## src/rtl/vxe_mem_hub_pkg.sv

```systemverilog
// Shared VxE memory hub definitions: request field widths and master limits.
package vxe_mem_hub_pkg;

  localparam int unsigned CID_W  = 6;
  localparam int unsigned RNW_W  = 1;
  localparam int unsigned ADDR_W = 37;
  localparam int unsigned RQ_DW  = CID_W + RNW_W + ADDR_W;
  localparam int unsigned NM_MAX = 8;

  typedef struct packed {
    logic [CID_W-1:0]  cid;
    logic [RNW_W-1:0]  rnw;
    logic [ADDR_W-1:0] addr;
  } rq_t;

endpackage

```

## src/rtl/vxe_mem_hub_cu_us_n_if.sv

```systemverilog
// CU upstream request router bus: CU FIFO side plus per-master push side.
interface vxe_mem_hub_cu_us_n_if
  import vxe_mem_hub_pkg::*;
#(
  parameter int unsigned DW = RQ_DW,
  parameter int unsigned NM = 2,
  parameter int unsigned SW = 1
);

  logic [SW-1:0]    i_m_sel;
  logic             i_rqa_vld;
  logic [DW-1:0]    i_rqa;
  logic             o_rqa_rd;
  logic [NM-1:0]    i_m_rqa_rdy;
  logic [NM*DW-1:0] o_m_rqa;
  logic [NM-1:0]    o_m_rqa_wr;
  logic             o_busy;
  logic             o_sel_err;

  modport slave (
    input  i_m_sel, i_rqa_vld, i_rqa, i_m_rqa_rdy,
    output o_rqa_rd, o_m_rqa, o_m_rqa_wr, o_busy, o_sel_err
  );

  modport master (
    output i_m_sel, i_rqa_vld, i_rqa, i_m_rqa_rdy,
    input  o_rqa_rd, o_m_rqa, o_m_rqa_wr, o_busy, o_sel_err
  );

endinterface

```

## src/rtl/vxe_mem_hub_sfifo.sv

```systemverilog
// Synchronous FIFO exposing head, count, push and pop; storage cleared on reset.
module vxe_mem_hub_sfifo #(
  parameter int unsigned W     = 45,
  parameter int unsigned DEPTH = 2,
  localparam int unsigned AW   = $clog2(DEPTH),
  localparam int unsigned CW   = AW + 1
) (
  input  logic          clk,
  input  logic          nrst,
  input  logic          push,
  input  logic [W-1:0]  din,
  input  logic          pop,
  output logic [W-1:0]  head,
  output logic [CW-1:0] count
);

  logic [W-1:0]  mem [DEPTH];
  logic [AW-1:0] wr_ptr;
  logic [AW-1:0] rd_ptr;

  always_ff @(posedge clk or negedge nrst) begin
    if (!nrst) begin
      wr_ptr <= '0;
      rd_ptr <= '0;
      count  <= '0;
      for (int i = 0; i < int'(DEPTH); i++) begin
        mem[i] <= '0;
      end
    end else begin
      if (push) begin
        mem[wr_ptr] <= din;
        wr_ptr      <= wr_ptr + AW'(1);
      end
      if (pop) begin
        rd_ptr <= rd_ptr + AW'(1);
      end
      // Simultaneous push and pop leaves the occupancy unchanged.
      case ({push, pop})
        2'b10:   count <= count + CW'(1);
        2'b01:   count <= count - CW'(1);
        default: count <= count;
      endcase
    end
  end

  assign head = mem[rd_ptr];

endmodule

```

## src/rtl/vxe_mem_hub_cu_us_n.sv

```systemverilog
// CU upstream request router: queues CU requests in order and pushes each to
// the master index captured at acceptance, broadcasting the head data.
module vxe_mem_hub_cu_us_n
  import vxe_mem_hub_pkg::*;
#(
  parameter int unsigned DW    = RQ_DW,
  parameter int unsigned NM    = 2,
  parameter int unsigned DEPTH = 2,
  parameter int unsigned SW    = (NM > 1) ? $clog2(NM) : 1
) (
  input logic clk,
  input logic nrst,
  vxe_mem_hub_cu_us_n_if.slave bus
);

  localparam int unsigned EW = DW + SW;
  localparam int unsigned CW = $clog2(DEPTH) + 1;

  logic          en_q;
  logic          sel_err_q;
  logic          accept;
  logic          sel_bad;
  logic          xfer;
  logic          busy;
  logic [SW-1:0] tgt;
  logic [SW-1:0] head_tgt;
  logic [EW-1:0] din;
  logic [EW-1:0] head;
  logic [CW-1:0] count;
  logic [NM-1:0] wr;

  // en_q holds o_rqa_rd low while reset is asserted.
  always_ff @(posedge clk or negedge nrst) begin
    if (!nrst) begin
      en_q      <= 1'b0;
      sel_err_q <= 1'b0;
    end else begin
      en_q      <= 1'b1;
      sel_err_q <= accept && sel_bad;
    end
  end

  assign bus.o_rqa_rd = en_q && (count != CW'(DEPTH));
  assign accept       = bus.o_rqa_rd && bus.i_rqa_vld;

  // Out-of-range selects are steered to master 0.
  assign sel_bad = 32'(bus.i_m_sel) >= 32'(NM);
  assign tgt     = sel_bad ? '0 : bus.i_m_sel;
  assign din     = {tgt, bus.i_rqa};

  vxe_mem_hub_sfifo #(
    .W     (EW),
    .DEPTH (DEPTH)
  ) u_q (
    .clk   (clk),
    .nrst  (nrst),
    .push  (accept),
    .din   (din),
    .pop   (xfer),
    .head  (head),
    .count (count)
  );

  assign busy     = (count != '0);
  assign head_tgt = head[EW-1:DW];

  always_comb begin
    wr = '0;
    for (int k = 0; k < int'(NM); k++) begin
      wr[k] = busy && (head_tgt == SW'(k));
    end
  end

  assign xfer = |(wr & bus.i_m_rqa_rdy);

  assign bus.o_m_rqa_wr = wr;
  assign bus.o_m_rqa    = {NM{head[DW-1:0]}};
  assign bus.o_busy     = busy;
  assign bus.o_sel_err  = sel_err_q;

endmodule

```

## src/flat_wrapper.sv

```systemverilog
// flat-port wrapper written by rule: the top's interface ports become plain ports
module vxe_mem_hub_cu_us_n_flat import vxe_mem_hub_pkg::*;
#(
  parameter int unsigned DW    = RQ_DW,
  parameter int unsigned NM    = 2,
  parameter int unsigned DEPTH = 2,
  parameter int unsigned SW    = (NM > 1) ? $clog2(NM) : 1
)
  (clk, nrst, bus_i_m_sel, bus_i_rqa_vld, bus_i_rqa, bus_i_m_rqa_rdy, bus_o_rqa_rd, bus_o_m_rqa, bus_o_m_rqa_wr, bus_o_busy, bus_o_sel_err);
  vxe_mem_hub_cu_us_n_if #(.DW(DW), .NM(NM), .SW(SW)) bus_i ();
  input logic clk;
  input logic nrst;
  input wire logic [$bits(bus_i.i_m_sel)-1:0] bus_i_m_sel;
  input wire logic [$bits(bus_i.i_rqa_vld)-1:0] bus_i_rqa_vld;
  input wire logic [$bits(bus_i.i_rqa)-1:0] bus_i_rqa;
  input wire logic [$bits(bus_i.i_m_rqa_rdy)-1:0] bus_i_m_rqa_rdy;
  output wire logic [$bits(bus_i.o_rqa_rd)-1:0] bus_o_rqa_rd;
  output wire logic [$bits(bus_i.o_m_rqa)-1:0] bus_o_m_rqa;
  output wire logic [$bits(bus_i.o_m_rqa_wr)-1:0] bus_o_m_rqa_wr;
  output wire logic [$bits(bus_i.o_busy)-1:0] bus_o_busy;
  output wire logic [$bits(bus_i.o_sel_err)-1:0] bus_o_sel_err;
  assign bus_i.i_m_sel = bus_i_m_sel;
  assign bus_i.i_rqa_vld = bus_i_rqa_vld;
  assign bus_i.i_rqa = bus_i_rqa;
  assign bus_i.i_m_rqa_rdy = bus_i_m_rqa_rdy;
  assign bus_o_rqa_rd = bus_i.o_rqa_rd;
  assign bus_o_m_rqa = bus_i.o_m_rqa;
  assign bus_o_m_rqa_wr = bus_i.o_m_rqa_wr;
  assign bus_o_busy = bus_i.o_busy;
  assign bus_o_sel_err = bus_i.o_sel_err;
  vxe_mem_hub_cu_us_n #(.DW(DW), .NM(NM), .DEPTH(DEPTH), .SW(SW)) u_core (.clk(clk), .nrst(nrst), .bus(bus_i));
endmodule
```

## config.mk

```make
export PLATFORM = sky130hd
export DESIGN_NAME = vxe_mem_hub_cu_us_n_flat
export DESIGN_NICKNAME = d
export VERILOG_FILES = /design/src/rtl/vxe_mem_hub_pkg.sv /design/src/rtl/vxe_mem_hub_cu_us_n_if.sv /design/src/rtl/vxe_mem_hub_sfifo.sv /design/src/rtl/vxe_mem_hub_cu_us_n.sv /design/src/flat_wrapper.sv
export SDC_FILE = /design/constraint.sdc
export NUM_CORES = 1
export LEC_CHECK = 0
export BUFFER_PORTS_ARGS = -buffer_cell sky130_fd_sc_hd__clkbuf_2
export CORE_ASPECT_RATIO = 1.25
export CORE_MARGIN = 5
export CORE_UTILIZATION = 40
export DETAILED_ROUTE_END_ITERATION = 10
export PLACE_DENSITY_LB_ADDON = 0.15
export SLEW_MARGIN = 20
export SYNTH_ARGS = -nofsm -noshare
export SYNTH_HDL_FRONTEND = slang
export SYNTH_SLANG_ARGS = --single-unit
export TNS_END_PERCENT = 100
```

## constraint.sdc

```tcl
create_clock -name clk -period 1.9 [get_ports clk]
set_input_delay 0.095 -clock clk [delete_from_list [all_inputs] [get_ports clk]]
set_output_delay 0.095 -clock clk [all_outputs]
set_load 0.005 [all_outputs]
```

==> metrics.txt, run 1 <==
# TYPE chip_impl_metric gauge
chip_impl_info{name="run_status",value="complete, no violations"} 1
chip_impl_info{name="min-delay-path-class",value="in -> reg"} 1
chip_impl_metric{name="drc_errors",unit=""} 0
chip_impl_metric{name="numCtsBuffers",unit=""} 9
chip_impl_metric{name="clock_tree.htree_level_count",unit=""} 3
chip_impl_metric{name="numPortBuffers",unit=""} 141
chip_impl_metric{name="route.detailed.wl_per_inst",unit="µm"} 15.9
chip_impl_metric{name="fmax",unit="MHz"} 571
chip_impl_info{name="grt_setup_unrepaired",value="no"} 1
chip_impl_metric{name="report.final.setup_viol",unit=""} 0
chip_impl_metric{name="max_slew.worst_pin.slew",unit="ns"} 0.586
chip_impl_metric{name="grt_start_max_net_pins",unit=""} 47
chip_impl_metric{name="syn_area_per_cell",unit="µm²"} 14.8
chip_impl_metric{name="num-nets-final",unit=""} 487
chip_impl_info{name="critical_path.startpoint_type",value="register"} 1
chip_impl_metric{name="final_period_minus_worst_setup_slack",unit="ns"} 1.75
chip_impl_metric{name="globalRouteTotalUtil",unit=""} 0.139
chip_impl_info{name="most-common-layout-cells",value="140 x sky130_fd_sc_hd__clkbuf_2, 125 x sky130_fd_sc_hd__mux2_2, 94 x sky130_fd_sc_hd__dfrtp_1, 23 x sky130_fd_sc_hd__dlygate4sd3_1"} 1
chip_impl_metric{name="grt_remaining_overflow",unit=""} 0
chip_impl_metric{name="post_synth_num_cell_types",unit=""} 24
chip_impl_metric{name="post-dp-hpwl",unit="mm"} 6.46
chip_impl_metric{name="worst_slew_margin_rel",unit=""} 0.609
chip_impl_metric{name="yosys_register_bits",unit=""} 95
chip_impl_metric{name="fp.coreArea",unit="µm²"} 11200
chip_impl_metric{name="drive_above_1_share",unit=""} 0.682
chip_impl_metric{name="initial_utilization",unit=""} 0.412
chip_impl_metric{name="diodes",unit=""} 0
chip_impl_metric{name="finish.utilization",unit=""} 0.504
chip_impl_metric{name="max-clock-path-buffers",unit=""} 2
chip_impl_metric{name="fin_worst_hold_slack",unit="ns"} 0.0159
chip_impl_metric{name="layout_worst_path_cycle_share",unit=""} 0.922
chip_impl_metric{name="netSwitchingPower",unit="mW"} 3.15
chip_impl_metric{name="detailroute.via_count",unit=""} 2739
chip_impl_metric{name="leak_pwr",unit="nW"} 2.68
chip_impl_metric{name="slew_viol_final",unit=""} 0
chip_impl_metric{name="report.power.total",unit="mW"} 10.0
chip_impl_metric{name="cts_setup_buffers",unit=""} 0
chip_impl_metric{name="yosysSeqAreaShare",unit=""} 0.516
chip_impl_info{name="most_common_cell_after_layout_fill_and_taps_aside",value="sky130_fd_sc_hd__clkbuf_2"} 1
chip_impl_metric{name="internal_power",unit="mW"} 6.87
chip_impl_metric{name="design_area",unit="µm²"} 5640
chip_impl_metric{name="antenna_found_initial",unit=""} 0
chip_impl_info{name="endpoint_kind",value="output pin"} 1
chip_impl_metric{name="worst_ir_drop_vdd",unit="µV"} 720
chip_impl_metric{name="postPlaceCellArea",unit="µm²"} 5120
chip_impl_metric{name="drtAntennaViolNets",unit=""} 0
chip_impl_metric{name="power_density",unit="nW/µm²"} 1780
chip_impl_metric{name="grt_first_pass_wirelength",unit="mm"} 15.0
chip_impl_metric{name="max_cap_viol_count",unit=""} 0
chip_impl_metric{name="floorplan.die.height",unit="µm"} 130
chip_impl_metric{name="crit_required",unit="ns"} 1.80
chip_impl_metric{name="worst_skew_pair.late_latency",unit="ns"} 0.33
chip_impl_metric{name="crit_path_max_fanout",unit=""} 46
chip_impl_metric{name="boundaryPins",unit=""} 143
chip_impl_metric{name="clock-skew-final",unit="ns"} 0.00698
chip_impl_metric{name="routed_wl",unit="mm"} 9.17
chip_impl_metric{name="drtIter0Drc",unit=""} 41
chip_impl_metric{name="synthesis.instances",unit=""} 312
chip_impl_metric{name="drt-vias-per-instance",unit=""} 4.76
chip_impl_info{name="cts.root.buffer_cell",value="sky130_fd_sc_hd__clkbuf_16"} 1
chip_impl_metric{name="detailedRoute.firstPassIterationCount",unit=""} 4
chip_impl_metric{name="fp.dieArea",unit="µm²"} 13800
chip_impl_metric{name="routability_congestion",unit=""} 0.753
chip_impl_metric{name="placement_rows",unit=""} 43
chip_impl_metric{name="hold_viol_final",unit=""} 0
chip_impl_metric{name="worst_setup_hold_path_clk_slew",unit="ns"} 0.07
chip_impl_metric{name="syn-num-nets",unit=""} 363
chip_impl_metric{name="synthToLayoutAreaGrowth",unit="%"} 22.4
chip_impl_metric{name="clock_power_share",unit=""} 0.174
chip_impl_metric{name="cts.sink_count",unit=""} 95
chip_impl_metric{name="dieWidth",unit="µm"} 106
chip_impl_metric{name="worst_ep_arrival_time",unit="ns"} 1.66
chip_impl_info{name="critical_path_class",value="reg -> out"} 1
chip_impl_metric{name="setup_tns",unit="ns"} 0
chip_impl_metric{name="syn-cell-area",unit="µm²"} 4610
chip_impl_metric{name="first_global_vias",unit=""} 3010
chip_impl_metric{name="comb_power_share",unit=""} 0.470
chip_impl_info{name="cts_tree",value="built"} 1
chip_impl_metric{name="ys.warnings.count",unit=""} 0
chip_impl_metric{name="power_switching_share",unit=""} 0.314
chip_impl_metric{name="share_seq_of_total_power",unit=""} 0.357
flip-flops by register name, indices dropped and copies added, names as in the netlist:
register,count
u_core.u_q.mem,90
u_core.en_q,1
u_core.u_q.count,2
u_core.u_q.wr_ptr,1
u_core.u_q.rd_ptr,1
metal layers:
| metal | part of all wire | up-vias | track usage |
|---|---|---|---|
| met2 | 0.51 | 81 | 0.247 |
| li1 | - | 1283 | - |
| met3 | 0.057 | 8 | 0.0351 |
| met4 | 0.013 | 0 | 0.0503 |
| met5 | 0 | - | 0 |
| met1 | 0.42 | 1367 | 0.165 |
layout make-up:
class | count | area, µm²
Tap cell | 135 | 169
Clock inverter | 3 | 45.0
Sequential cell | 95 | 2380
Fill cell | 1005 | 5550
Inverter | 1 | 3.75
Clock buffer | 12 | 236
Timing Repair Buffer | 172 | 1080
Multi-Input combinational cell | 157 | 1730
power by group through the flow:
stage	clock [mW]	combinational [mW]	sequential (mW)
finish	1.74	4.71	3.58
global route	1.89	5.19	3.71
CTS	1.81	4.82	3.59
detailed placement	0	4.76	3.62
global placement	0	4.72	3.57
floorplan	0	3.85	3.43
cell families after synthesis:
group / count (synthesis) / synth area share
muxes: 138 / 0.344
DFF: 95 / 0.516
buffers and inverters: 60 / 0.109
and+or+nand+nor: 10 / 0.0171
xor gates and xnor gates: 4 / 0.00761
other: 2 / 0.00163
AOI/OAI and AO/OA: 2 / 0.00272
adders and majority gates: 1 / 0.00272
metrics by stage:
| step | cells | worst slack (ns) |
|---|---|---|
| 2_1_floorplan | 312 | 0.218 |
| 3_3_place_gp | 537 | 0.285 |
| 3_5_place_dp | 537 | 0.256 |
| 4_1_cts | 575 | 0.108 |
| 5_1_grt | 575 | 0.0695 |
| 6_report | 575 | 0.148 |
timing repair:
item | CTS | global route
hold buffers | 23 | 0
endpoints found under the hold margin | 81 | 0
setup endpoints to repair | 88 | 0
resized for setup | 1 | 0
cell usage after synthesis:
cell type | count | share of area
sky130_fd_sc_hd__mux2_2 | 125 | 0.31
sky130_fd_sc_hd__dfrtp_1 | 95 | 0.52
sky130_fd_sc_hd__buf_4 | 46 | 0.075
sky130_fd_sc_hd__mux2_4 | 9 | 0.029
sky130_fd_sc_hd__buf_12 | 4 | 0.017
sky130_fd_sc_hd__buf_2 | 4 | 0.0043
sky130_fd_sc_hd__mux2i_1 | 4 | 0.0087
sky130_fd_sc_hd__nor2_1 | 4 | 0.0033
sky130_fd_sc_hd__buf_6 | 3 | 0.0073
sky130_fd_sc_hd__xnor2_1 | 3 | 0.0057
sky130_fd_sc_hd__conb_1 | 2 | 0.0016
sky130_fd_sc_hd__and2_2 | 1 | 0.0016
sky130_fd_sc_hd__and4b_1 | 1 | 0.0022
sky130_fd_sc_hd__clkbuf_1 | 1 | 0.00081
sky130_fd_sc_hd__clkbuf_8 | 1 | 0.0030
sky130_fd_sc_hd__ha_1 | 1 | 0.0027
sky130_fd_sc_hd__inv_1 | 1 | 0.00081
sky130_fd_sc_hd__nand2b_4 | 1 | 0.0030
sky130_fd_sc_hd__nand3_1 | 1 | 0.0011
sky130_fd_sc_hd__nand4_4 | 1 | 0.0046
sky130_fd_sc_hd__nor2b_1 | 1 | 0.0014
sky130_fd_sc_hd__o21ai_0 | 1 | 0.0011
sky130_fd_sc_hd__o31ai_1 | 1 | 0.0016
sky130_fd_sc_hd__xor2_1 | 1 | 0.0019
critical path, cell delays in order (launching register included):
cell and delay (ns):
sky130_fd_sc_hd__dfrtp_2 0.37, sky130_fd_sc_hd__buf_6 0.39, sky130_fd_sc_hd__mux2_2 0.42, sky130_fd_sc_hd__clkbuf_2 0.12
final timing paths:
kind	endpoint	from	cells past startpoint	slack, ns
setup / recovery	bus_o_m_rqa[84]	u_core.u_q.rd_ptr	3	0.15
hold / removal	u_core.u_q.mem[32]	bus_i_rqa[32]	2	0.02
setup reg to reg	u_core.u_q.count[1]	u_core.u_q.rd_ptr	6	0.26
hold reg to reg	u_core.u_q.mem[43]	u_core.u_q.mem[43]	1	0.50
max in group asynchronous	u_core.u_q.mem[54]	nrst	3	1.02
min in group asynchronous	u_core.u_q.mem[6]	nrst	2	0.30
(Power assumes the default switching activity.)
==> run 2: changes to the inputs <==
--- a/config.mk
+++ b/config.mk
@@ -5,6 +5,7 @@
 export SDC_FILE = /design/constraint.sdc
 export NUM_CORES = 1
 export LEC_CHECK = 0
+export ABC_AREA = 1
 export BUFFER_PORTS_ARGS = -buffer_cell sky130_fd_sc_hd__clkbuf_2
 export CORE_ASPECT_RATIO = 1.25
 export CORE_MARGIN = 5
==> constraint.sdc (replaced) <==
create_clock -name clk -period 1.56 [get_ports clk]
set_input_delay 0.078 -clock clk [delete_from_list [all_inputs] [get_ports clk]]
set_output_delay 0.078 -clock clk [all_outputs]
set_load 0.005 [all_outputs]
==> metrics.txt, run 2 <==
# TYPE chip_impl_metric gauge
chip_impl_metric{name="synth-edff-count",unit=""} 0
chip_impl_metric{name="yosys_register_bits",unit=""} 95
chip_impl_metric{name="setup_tns",unit="ns"} 0
chip_impl_metric{name="routability_congestion",unit=""} 0.699
chip_impl_metric{name="crit_path_max_fanout",unit=""} 25
chip_impl_metric{name="grt_remaining_overflow",unit=""} 0
chip_impl_metric{name="worst_ep_arrival_time",unit="ns"} 1.41
chip_impl_metric{name="dieWidth",unit="µm"} 111
chip_impl_metric{name="num-nets-final",unit=""} 715
chip_impl_metric{name="fillers",unit=""} 1271
chip_impl_info{name="critical_path.startpoint_type",value="register"} 1
chip_impl_metric{name="placement_rows",unit=""} 46
chip_impl_metric{name="clock_tree.htree_level_count",unit=""} 3
chip_impl_metric{name="crit_required",unit="ns"} 1.48
chip_impl_metric{name="slew_viol_final",unit=""} 0
chip_impl_metric{name="drc_errors",unit=""} 0
chip_impl_metric{name="max_cap_viol_count",unit=""} 0
chip_impl_metric{name="drive_above_1_share",unit=""} 0.489
chip_impl_metric{name="ys.warnings.count",unit=""} 0
chip_impl_metric{name="layout_worst_path_cycle_share",unit=""} 0.956
chip_impl_metric{name="boundaryPins",unit=""} 143
chip_impl_metric{name="drt-vias-per-instance",unit=""} 4.39
chip_impl_metric{name="detailedRoute.firstPassIterationCount",unit=""} 4
chip_impl_metric{name="max_slew.worst_pin.slew",unit="ns"} 0.526
chip_impl_metric{name="worst_ir_drop_vdd",unit="µV"} 840
chip_impl_metric{name="multi_input_area",unit="µm²"} 1960
chip_impl_metric{name="antenna_found_initial",unit=""} 0
chip_impl_metric{name="diodes",unit=""} 0
chip_impl_metric{name="clock-skew-final",unit="ns"} 0.00488
chip_impl_info{name="biggest_regs",value="u_core.u_q.mem x90, u_core.u_q.count x2"} 1
chip_impl_metric{name="numCtsBuffers",unit=""} 9
chip_impl_metric{name="yosysSeqAreaShare",unit=""} 0.469
chip_impl_metric{name="hold_viol_final",unit=""} 0
chip_impl_info{name="run_status",value="complete, no violations"} 1
chip_impl_metric{name="numPortBuffers",unit=""} 141
chip_impl_metric{name="route.detailed.wl_per_inst",unit="µm"} 12.6
chip_impl_metric{name="synthDominantCellAreaShare",unit=""} 0.469
chip_impl_metric{name="worst_skew_pair.late_latency",unit="ns"} 0.33
chip_impl_info{name="most-common-layout-cells",value="180 x sky130_fd_sc_hd__nand2_1, 140 x sky130_fd_sc_hd__clkbuf_2, 94 x sky130_fd_sc_hd__dfrtp_1, 90 x sky130_fd_sc_hd__o21ai_2, 55 x sky130_fd_sc_hd__nand2_2"} 1
chip_impl_metric{name="finish.utilization",unit=""} 0.483
chip_impl_metric{name="design_area",unit="µm²"} 6060
chip_impl_metric{name="grt_start_max_net_pins",unit=""} 96
chip_impl_metric{name="postPlaceCellArea",unit="µm²"} 5570
chip_impl_metric{name="post-dp-hpwl",unit="mm"} 7.05
chip_impl_metric{name="post_synth_num_cell_types",unit=""} 19
chip_impl_metric{name="worst_setup_hold_path_clk_slew",unit="ns"} 0.06
chip_impl_metric{name="grt_first_pass_wirelength",unit="mm"} 17.6
chip_impl_metric{name="drtIter0Drc",unit=""} 180
chip_impl_info{name="cts_tree",value="built"} 1
chip_impl_info{name="synth_common_cells",value="184 x sky130_fd_sc_hd__nand2_1, 95 x sky130_fd_sc_hd__dfrtp_1, 90 x sky130_fd_sc_hd__o21ai_2"} 1
chip_impl_metric{name="worst_slew_margin_rel",unit=""} 0.649
chip_impl_metric{name="syn-cell-area",unit="µm²"} 5070
chip_impl_metric{name="max-clock-path-buffers",unit=""} 2
chip_impl_metric{name="fin_worst_hold_slack",unit="ns"} 0.00736
chip_impl_metric{name="leak_pwr",unit="nW"} 3.31
chip_impl_metric{name="first_global_vias",unit=""} 3618
chip_impl_metric{name="syn-num-nets",unit=""} 610
chip_impl_metric{name="synthesis.instances",unit=""} 559
chip_impl_metric{name="drtAntennaViolNets",unit=""} 0
chip_impl_metric{name="globalRouteTotalUtil",unit=""} 0.143
chip_impl_info{name="endpoint_kind",value="output pin"} 1
chip_impl_metric{name="largest_register_ffs",unit=""} 90
chip_impl_metric{name="fp.dieArea",unit="µm²"} 15000
chip_impl_metric{name="cts.sink_count",unit=""} 95
chip_impl_metric{name="initial_utilization",unit=""} 0.404
chip_impl_metric{name="area_used_by_sequential_logic_in_the_layout",unit="µm²"} 2380
chip_impl_info{name="yosysTopAreaCell",value="sky130_fd_sc_hd__dfrtp_1"} 1
chip_impl_metric{name="pre_cts_ws",unit="ns"} -0.00166
chip_impl_metric{name="fmax",unit="MHz"} 670
chip_impl_metric{name="report.final.setup_viol",unit=""} 0
chip_impl_info{name="max_flop_register",value="u_core.u_q.mem"} 1
chip_impl_info{name="grt_setup_unrepaired",value="yes"} 1
chip_impl_metric{name="synthToLayoutAreaGrowth",unit="%"} 19.5
chip_impl_info{name="ys.flop_type",value="sky130_fd_sc_hd__dfrtp_1"} 1
chip_impl_metric{name="detailroute.via_count",unit=""} 3678
chip_impl_info{name="synth.most_common_cell",value="sky130_fd_sc_hd__nand2_1"} 1
chip_impl_metric{name="syn_area_per_cell",unit="µm²"} 9.07
chip_impl_info{name="critical_path_class",value="reg -> out"} 1
chip_impl_info{name="post_synth_main_area_contributors",value="sky130_fd_sc_hd__dfrtp_1 47%, sky130_fd_sc_hd__o21ai_2 16%, sky130_fd_sc_hd__nand2_1 14%"} 1
chip_impl_info{name="most_common_cell_after_layout_fill_and_taps_aside",value="sky130_fd_sc_hd__nand2_1"} 1
chip_impl_info{name="cts.root.buffer_cell",value="sky130_fd_sc_hd__clkbuf_16"} 1
chip_impl_metric{name="final_period_minus_worst_setup_slack",unit="ns"} 1.49
chip_impl_metric{name="fin_worst_setup_slack",unit="ns"} 0.0679
chip_impl_info{name="min-delay-path-class",value="in -> reg"} 1
chip_impl_metric{name="power_density",unit="nW/µm²"} 2080
chip_impl_metric{name="routed_wl",unit="mm"} 10.5
chip_impl_metric{name="fp.coreArea",unit="µm²"} 12500
chip_impl_metric{name="floorplan.die.height",unit="µm"} 136
chip_impl_metric{name="ys_async_sr_fraction",unit=""} 1.00
-- run 2: changes by cell type after synthesis, moves of 5 or more --
| cell | before | now |
|---|---|---|
| sky130_fd_sc_hd__o21ai_2 | 0 | 90 |
| sky130_fd_sc_hd__inv_1 | 1 | 50 |
| sky130_fd_sc_hd__mux2_4 | 9 | 0 |
| sky130_fd_sc_hd__nand2_2 | 0 | 51 |
| sky130_fd_sc_hd__clkbuf_1 | 1 | 6 |
| sky130_fd_sc_hd__buf_6 | 3 | 18 |
| sky130_fd_sc_hd__nand2_1 | 0 | 184 |
| sky130_fd_sc_hd__mux2_2 | 125 | 0 |
-- run 2: timing repair --
| item | in CTS | in global routing |
|---|---|---|
| setup endpoints to repair | 32 | 65 |
| buffers inserted | 1 | 2 |
| resized for setup | 3 | 10 |
| pin swaps | 2 | 3 |
| hold buffers | 11 | 0 |
| hold endpoints to repair | 114 | 0 |
-- run 2: cells by family after synthesis --
logic type	count (synthesis)	synth area share
and+or+nand+nor	240	0.209
AOI/OAI and AO/OA	95	0.163
adders and majority gates	1	0.00247
other	2	0.00148
buffers and inverters	124	0.152
DFF	95	0.469
xor gates and xnor gates	2	0.00345
-- run 2: worst paths after layout --
kind,to,startpoint,cells past startpoint,slack [ns]
setup / recovery,bus_o_m_rqa[51],u_core.u_q.rd_ptr,5,0.07
hold / removal,u_core.u_q.mem[35],bus_i_rqa[35],3,0.007
setup reg to reg,u_core.u_q.count[1],u_core.u_q.rd_ptr,9,0.07
hold reg to reg,u_core.u_q.mem[30],u_core.u_q.mem[30],2,0.48
max in group asynchronous,u_core.u_q.rd_ptr,nrst,3,0.80
min in group asynchronous,u_core.u_q.mem[64],nrst,3,0.34
-- run 2: cell type report --
| class | instances | area share |
|---|---|---|
| flip-flops and latches | 95 | 0.392 |
| multi-input cells | 340 | 0.323 |
| repair buffers | 167 | 0.166 |
| clock buffers | 11 | 0.0417 |
| well taps | 168 | 0.0347 |
| inverters | 51 | 0.0320 |
| clock inverters | 5 | 0.00929 |
-- run 2: stage by stage --
step | power, mW | cells
global placement | 10.2 | 807
global route | 13.8 | 837
floorplan | 8.96 | 559
finish | 12.6 | 837
CTS | 12.7 | 835
detailed placement | 10.3 | 807
-- run 2: layer usage --
metal	GRT usage	routed length (µm)
met5	0	0
met4	0.0390	95
met3	0.0370	556
met2	0.244	5250
met1	0.180	4600
-- run 2: worst max-delay path, stage by stage (launching register included) --
cell and delay [ns]:
sky130_fd_sc_hd__dfrtp_2 0.45, sky130_fd_sc_hd__inv_4 0.09, sky130_fd_sc_hd__buf_8 0.20, sky130_fd_sc_hd__nand2_1 0.07, sky130_fd_sc_hd__nand2_1 0.12, sky130_fd_sc_hd__clkbuf_2 0.13
-- run 2: power breakdown --
group / internal, mW / switching [mW] / total (mW) / leakage (nW)
clock network: 1.33 / 0.916 / 2.24 / 0.152
registers: 3.60 / 0.699 / 4.30 / 1.18
logic: 2.77 / 3.32 / 6.09 / 1.98
total: 7.70 / 4.93 / 12.6 / 3.31
==> run 3: changes to the inputs <==
--- a/config.mk
+++ b/config.mk
@@ -15,5 +15,6 @@
 export SLEW_MARGIN = 20
 export SYNTH_ARGS = -nofsm -noshare
 export SYNTH_HDL_FRONTEND = slang
+export SYNTH_HIERARCHICAL = 1
 export SYNTH_SLANG_ARGS = --single-unit
 export TNS_END_PERCENT = 100
==> metrics.txt, run 3 <==
# TYPE chip_impl_metric gauge
chip_impl_metric{name="power_density",unit="nW/µm²"} 1920
chip_impl_metric{name="numCtsBuffers",unit=""} 9
chip_impl_metric{name="finish.utilization",unit=""} 0.523
chip_impl_metric{name="max-clock-path-buffers",unit=""} 2
chip_impl_metric{name="route.detailed.wl_per_inst",unit="µm"} 12.3
chip_impl_metric{name="grt_remaining_overflow",unit=""} 0
chip_impl_metric{name="synth_compound_area_frac",unit=""} 0.177
chip_impl_metric{name="clock_tree.htree_level_count",unit=""} 3
chip_impl_info{name="grt_setup_unrepaired",value="yes"} 1
chip_impl_metric{name="cts_setup_buffers",unit=""} 0
chip_impl_metric{name="yosysSeqAreaShare",unit=""} 0.503
chip_impl_info{name="cts.root.buffer_cell",value="sky130_fd_sc_hd__clkbuf_16"} 1
chip_impl_info{name="violations",value="negative setup slack"} 1
chip_impl_metric{name="grt_first_pass_wirelength",unit="mm"} 17.4
chip_impl_metric{name="boundaryPins",unit=""} 143
chip_impl_metric{name="syn-num-nets",unit=""} 613
chip_impl_metric{name="setup_tns",unit="ns"} -0.0166
chip_impl_info{name="cts_tree",value="built"} 1
chip_impl_metric{name="crit_path_max_fanout",unit=""} 63
chip_impl_info{name="run_status",value="finished with violations"} 1
chip_impl_metric{name="layout_worst_path_cycle_share",unit=""} 1.01
chip_impl_metric{name="diodes",unit=""} 0
chip_impl_metric{name="synthToLayoutAreaGrowth",unit="%"} 28.6
chip_impl_info{name="post_synth_main_area_contributors",value="sky130_fd_sc_hd__dfrtp_1 50%, sky130_fd_sc_hd__nand2_1 11%, sky130_fd_sc_hd__o21ai_0 9.5%"} 1
chip_impl_metric{name="cts.sink_count",unit=""} 95
chip_impl_metric{name="area_share_of_xor_xnor_cells_in_the_synthesized_design",unit=""} 0.00371
chip_impl_info{name="synth_common_cells",value="143 x sky130_fd_sc_hd__nand2_1, 98 x sky130_fd_sc_hd__inv_1, 95 x sky130_fd_sc_hd__dfrtp_1"} 1
chip_impl_metric{name="first_global_vias",unit=""} 3739
chip_impl_metric{name="fp.dieArea",unit="µm²"} 14100
chip_impl_metric{name="floorplan.die.height",unit="µm"} 132
chip_impl_metric{name="clock-skew-final",unit="ns"} 0.00683
chip_impl_metric{name="worst_setup_hold_path_clk_slew",unit="ns"} 0.07
chip_impl_metric{name="num-nets-final",unit=""} 748
chip_impl_metric{name="report.final.setup_viol",unit=""} 2
chip_impl_info{name="ys.flop_type",value="sky130_fd_sc_hd__dfrtp_1"} 1
chip_impl_info{name="rr_endpoint",value="u_core/u_q/mem[87]"} 1
chip_impl_metric{name="routability_congestion",unit=""} 0.792
chip_impl_metric{name="synth_simple_gate_area_frac",unit=""} 0.122
chip_impl_metric{name="synthesis.instances",unit=""} 562
chip_impl_metric{name="yosys_register_bits",unit=""} 95
chip_impl_info{name="r2r-start",value="u_core/u_q/count[1]"} 1
chip_impl_metric{name="yosys.area_share.adder",unit=""} 0.00265
chip_impl_info{name="critical_path_class",value="reg -> out"} 1
chip_impl_metric{name="max_cap_viol_count",unit=""} 0
chip_impl_metric{name="dieWidth",unit="µm"} 107
chip_impl_metric{name="synthDominantCellAreaShare",unit=""} 0.503
chip_impl_info{name="endpoint_kind",value="output pin"} 1
chip_impl_info{name="yosysTopAreaCell",value="sky130_fd_sc_hd__dfrtp_1"} 1
chip_impl_metric{name="post-dp-hpwl",unit="mm"} 6.96
chip_impl_metric{name="hold_viol_final",unit=""} 0
chip_impl_metric{name="slew_viol_final",unit=""} 0
chip_impl_info{name="most_common_cell_after_layout_fill_and_taps_aside",value="sky130_fd_sc_hd__nand2_1"} 1
chip_impl_metric{name="drt-vias-per-instance",unit=""} 4.41
chip_impl_metric{name="detailroute.via_count",unit=""} 3805
chip_impl_info{name="max_flop_register",value="u_core/u_q/mem"} 1
chip_impl_metric{name="r2r_cells",unit=""} 7
chip_impl_info{name="min-delay-path-class",value="in -> reg"} 1
chip_impl_info{name="synth.most_common_cell",value="sky130_fd_sc_hd__nand2_1"} 1
chip_impl_metric{name="syn_area_per_cell",unit="µm²"} 8.41
chip_impl_metric{name="fmax",unit="MHz"} 637
chip_impl_metric{name="ys_async_sr_fraction",unit=""} 1.00
chip_impl_metric{name="placement_rows",unit=""} 44
chip_impl_metric{name="grt_start_max_net_pins",unit=""} 64
chip_impl_metric{name="drc_errors",unit=""} 0
chip_impl_metric{name="final_period_minus_worst_setup_slack",unit="ns"} 1.57
chip_impl_info{name="dominant_combinational_cell_family_by_area_after_synthesis",value="buffers and inverters"} 1
chip_impl_metric{name="drtAntennaViolNets",unit=""} 0
chip_impl_metric{name="worst_ir_drop_vdd",unit="µV"} 816
chip_impl_metric{name="leak_pwr",unit="nW"} 3.29
chip_impl_metric{name="globalRouteTotalUtil",unit=""} 0.151
chip_impl_metric{name="largest_register_ffs",unit=""} 90
chip_impl_info{name="critical_path.startpoint_type",value="register"} 1
chip_impl_info{name="worstHoldStart",value="bus_i_rqa[42]"} 1
chip_impl_metric{name="drtIter0Drc",unit=""} 140
chip_impl_metric{name="initial_utilization",unit=""} 0.407
chip_impl_metric{name="worst_skew_pair.late_latency",unit="ns"} 0.34
chip_impl_metric{name="synthMuxAreaShare",unit=""} 0
chip_impl_info{name="most-common-layout-cells",value="140 x sky130_fd_sc_hd__nand2_1, 137 x sky130_fd_sc_hd__clkbuf_2, 98 x sky130_fd_sc_hd__inv_1, 93 x sky130_fd_sc_hd__dfrtp_1, 63 x sky130_fd_sc_hd__o21ai_0"} 1
chip_impl_metric{name="post_synth_num_cell_types",unit=""} 22
chip_impl_metric{name="fillers",unit=""} 1099
chip_impl_metric{name="hold_path_depth",unit=""} 3
chip_impl_metric{name="r2r_setup_slack",unit="ns"} 0.09
chip_impl_metric{name="fin_worst_setup_slack",unit="ns"} -0.00864
chip_impl_metric{name="drive_above_1_share",unit=""} 0.319
chip_impl_metric{name="crit_required",unit="ns"} 1.48
chip_impl_info{name="hold-path-endpoint",value="u_core/u_q/mem[87]"} 1
chip_impl_metric{name="antenna_found_initial",unit=""} 0
chip_impl_metric{name="fp.coreArea",unit="µm²"} 11600
chip_impl_metric{name="ys.warnings.count",unit=""} 6
chip_impl_info{name="biggest_regs",value="u_core/u_q/mem x90, u_core/u_q/count x2"} 1
chip_impl_metric{name="detailedRoute.firstPassIterationCount",unit=""} 4
chip_impl_metric{name="routed_wl",unit="mm"} 10.7
chip_impl_metric{name="numPortBuffers",unit=""} 141
chip_impl_metric{name="syn-cell-area",unit="µm²"} 4720
chip_impl_metric{name="worst_ep_arrival_time",unit="ns"} 1.49
chip_impl_metric{name="synth-edff-count",unit=""} 0
-- run 3: worst max-delay path, cell delays in order (launching register included) --
cell	delay (ns)
sky130_fd_sc_hd__dfrtp_2	0.44
sky130_fd_sc_hd__buf_12	0.20
sky130_fd_sc_hd__o21ai_0	0.30
sky130_fd_sc_hd__clkbuf_2	0.17
-- run 3: cells by family (layout without fill, tap and decap cells) --
| logic type | after synthesis | after routing |
|---|---|---|
| XOR/XNOR | 2 | 2 |
| AO/OA/AOI/OAI | 138 | 138 |
| buffers and inverters | 174 | 314 |
| adder cells (fa/ha/maj) | 1 | 1 |
| flip-flops | 95 | 95 |
| AND/OR/NAND/NOR | 150 | 150 |
| other | 2 | 2 |
-- run 3: what timing repair did --
item | 4_1_cts | 5_1_grt
resized for setup | 11 | 26
hold endpoints to repair | 68 | 0
hold buffers | 43 | 0
setup endpoints to repair | 36 | 128
gates cloned | 0 | 2
-- run 3: worst max path at each step --
stage,startpoint,endpoint,cells after the start
global route,u_core/u_q/rd_ptr,bus_o_m_rqa[5],3
finish,u_core/u_q/rd_ptr,bus_o_m_rqa[2],3
floorplan,u_core/u_q/rd_ptr,u_core/u_q/count[1],12
detailed placement,u_core/u_q/count[0],u_core/u_q/mem[45],7
CTS,u_core/u_q/rd_ptr,bus_o_m_rqa[42],3
global placement,u_core/u_q/count[1],u_core/u_q/mem[88],8
-- run 3: per-stage QoR --
stage,hold WS [ns],std cells,setup slack [ns],instance area (µm²),total power [mW]
3_5_place_dp,0.0113,802,0.0442,5300,9.55
3_3_place_gp,0.00552,802,0.0801,5300,9.43
5_1_grt,0.0239,863,-0.0748,6080,12.8
4_1_cts,0.000508,861,-0.0491,6000,11.7
2_1_floorplan,-0.218,562,0.0106,4760,8.21
6_report,0.0135,863,-0.00864,6080,11.7
-- run 3: layout make-up --
cell class                      count  area [µm²]  share of cell area
Tap cell                          161         201              0.0331
Multi-Input combinational cell    293        1490               0.246
Timing Repair Buffer              198        1360               0.224
Clock inverter                      5        33.8             0.00556
Inverter                          100         375              0.0618
Clock buffer                       11         233              0.0383
Sequential cell                    95        2380               0.392
-- run 3: power by group --
group | switching [mW] | internal, mW | total (mW) | leakage (nW)
Sequential | 0.599 | 3.61 | 4.21 | 1.18
Combinational | 3.00 | 2.48 | 5.48 | 1.98
Clock | 0.916 | 1.08 | 2.00 | 0.126
Total | 4.52 | 7.17 | 11.7 | 3.29
-- run 3: layer usage --
metal  wire length (µm)  vias up  track usage
met5                  0        -            0
met4                147        0       0.0611
met3                497       13       0.0206
met2               5340       98        0.264
met1               4670     1751        0.185
li1                   -     1943            -
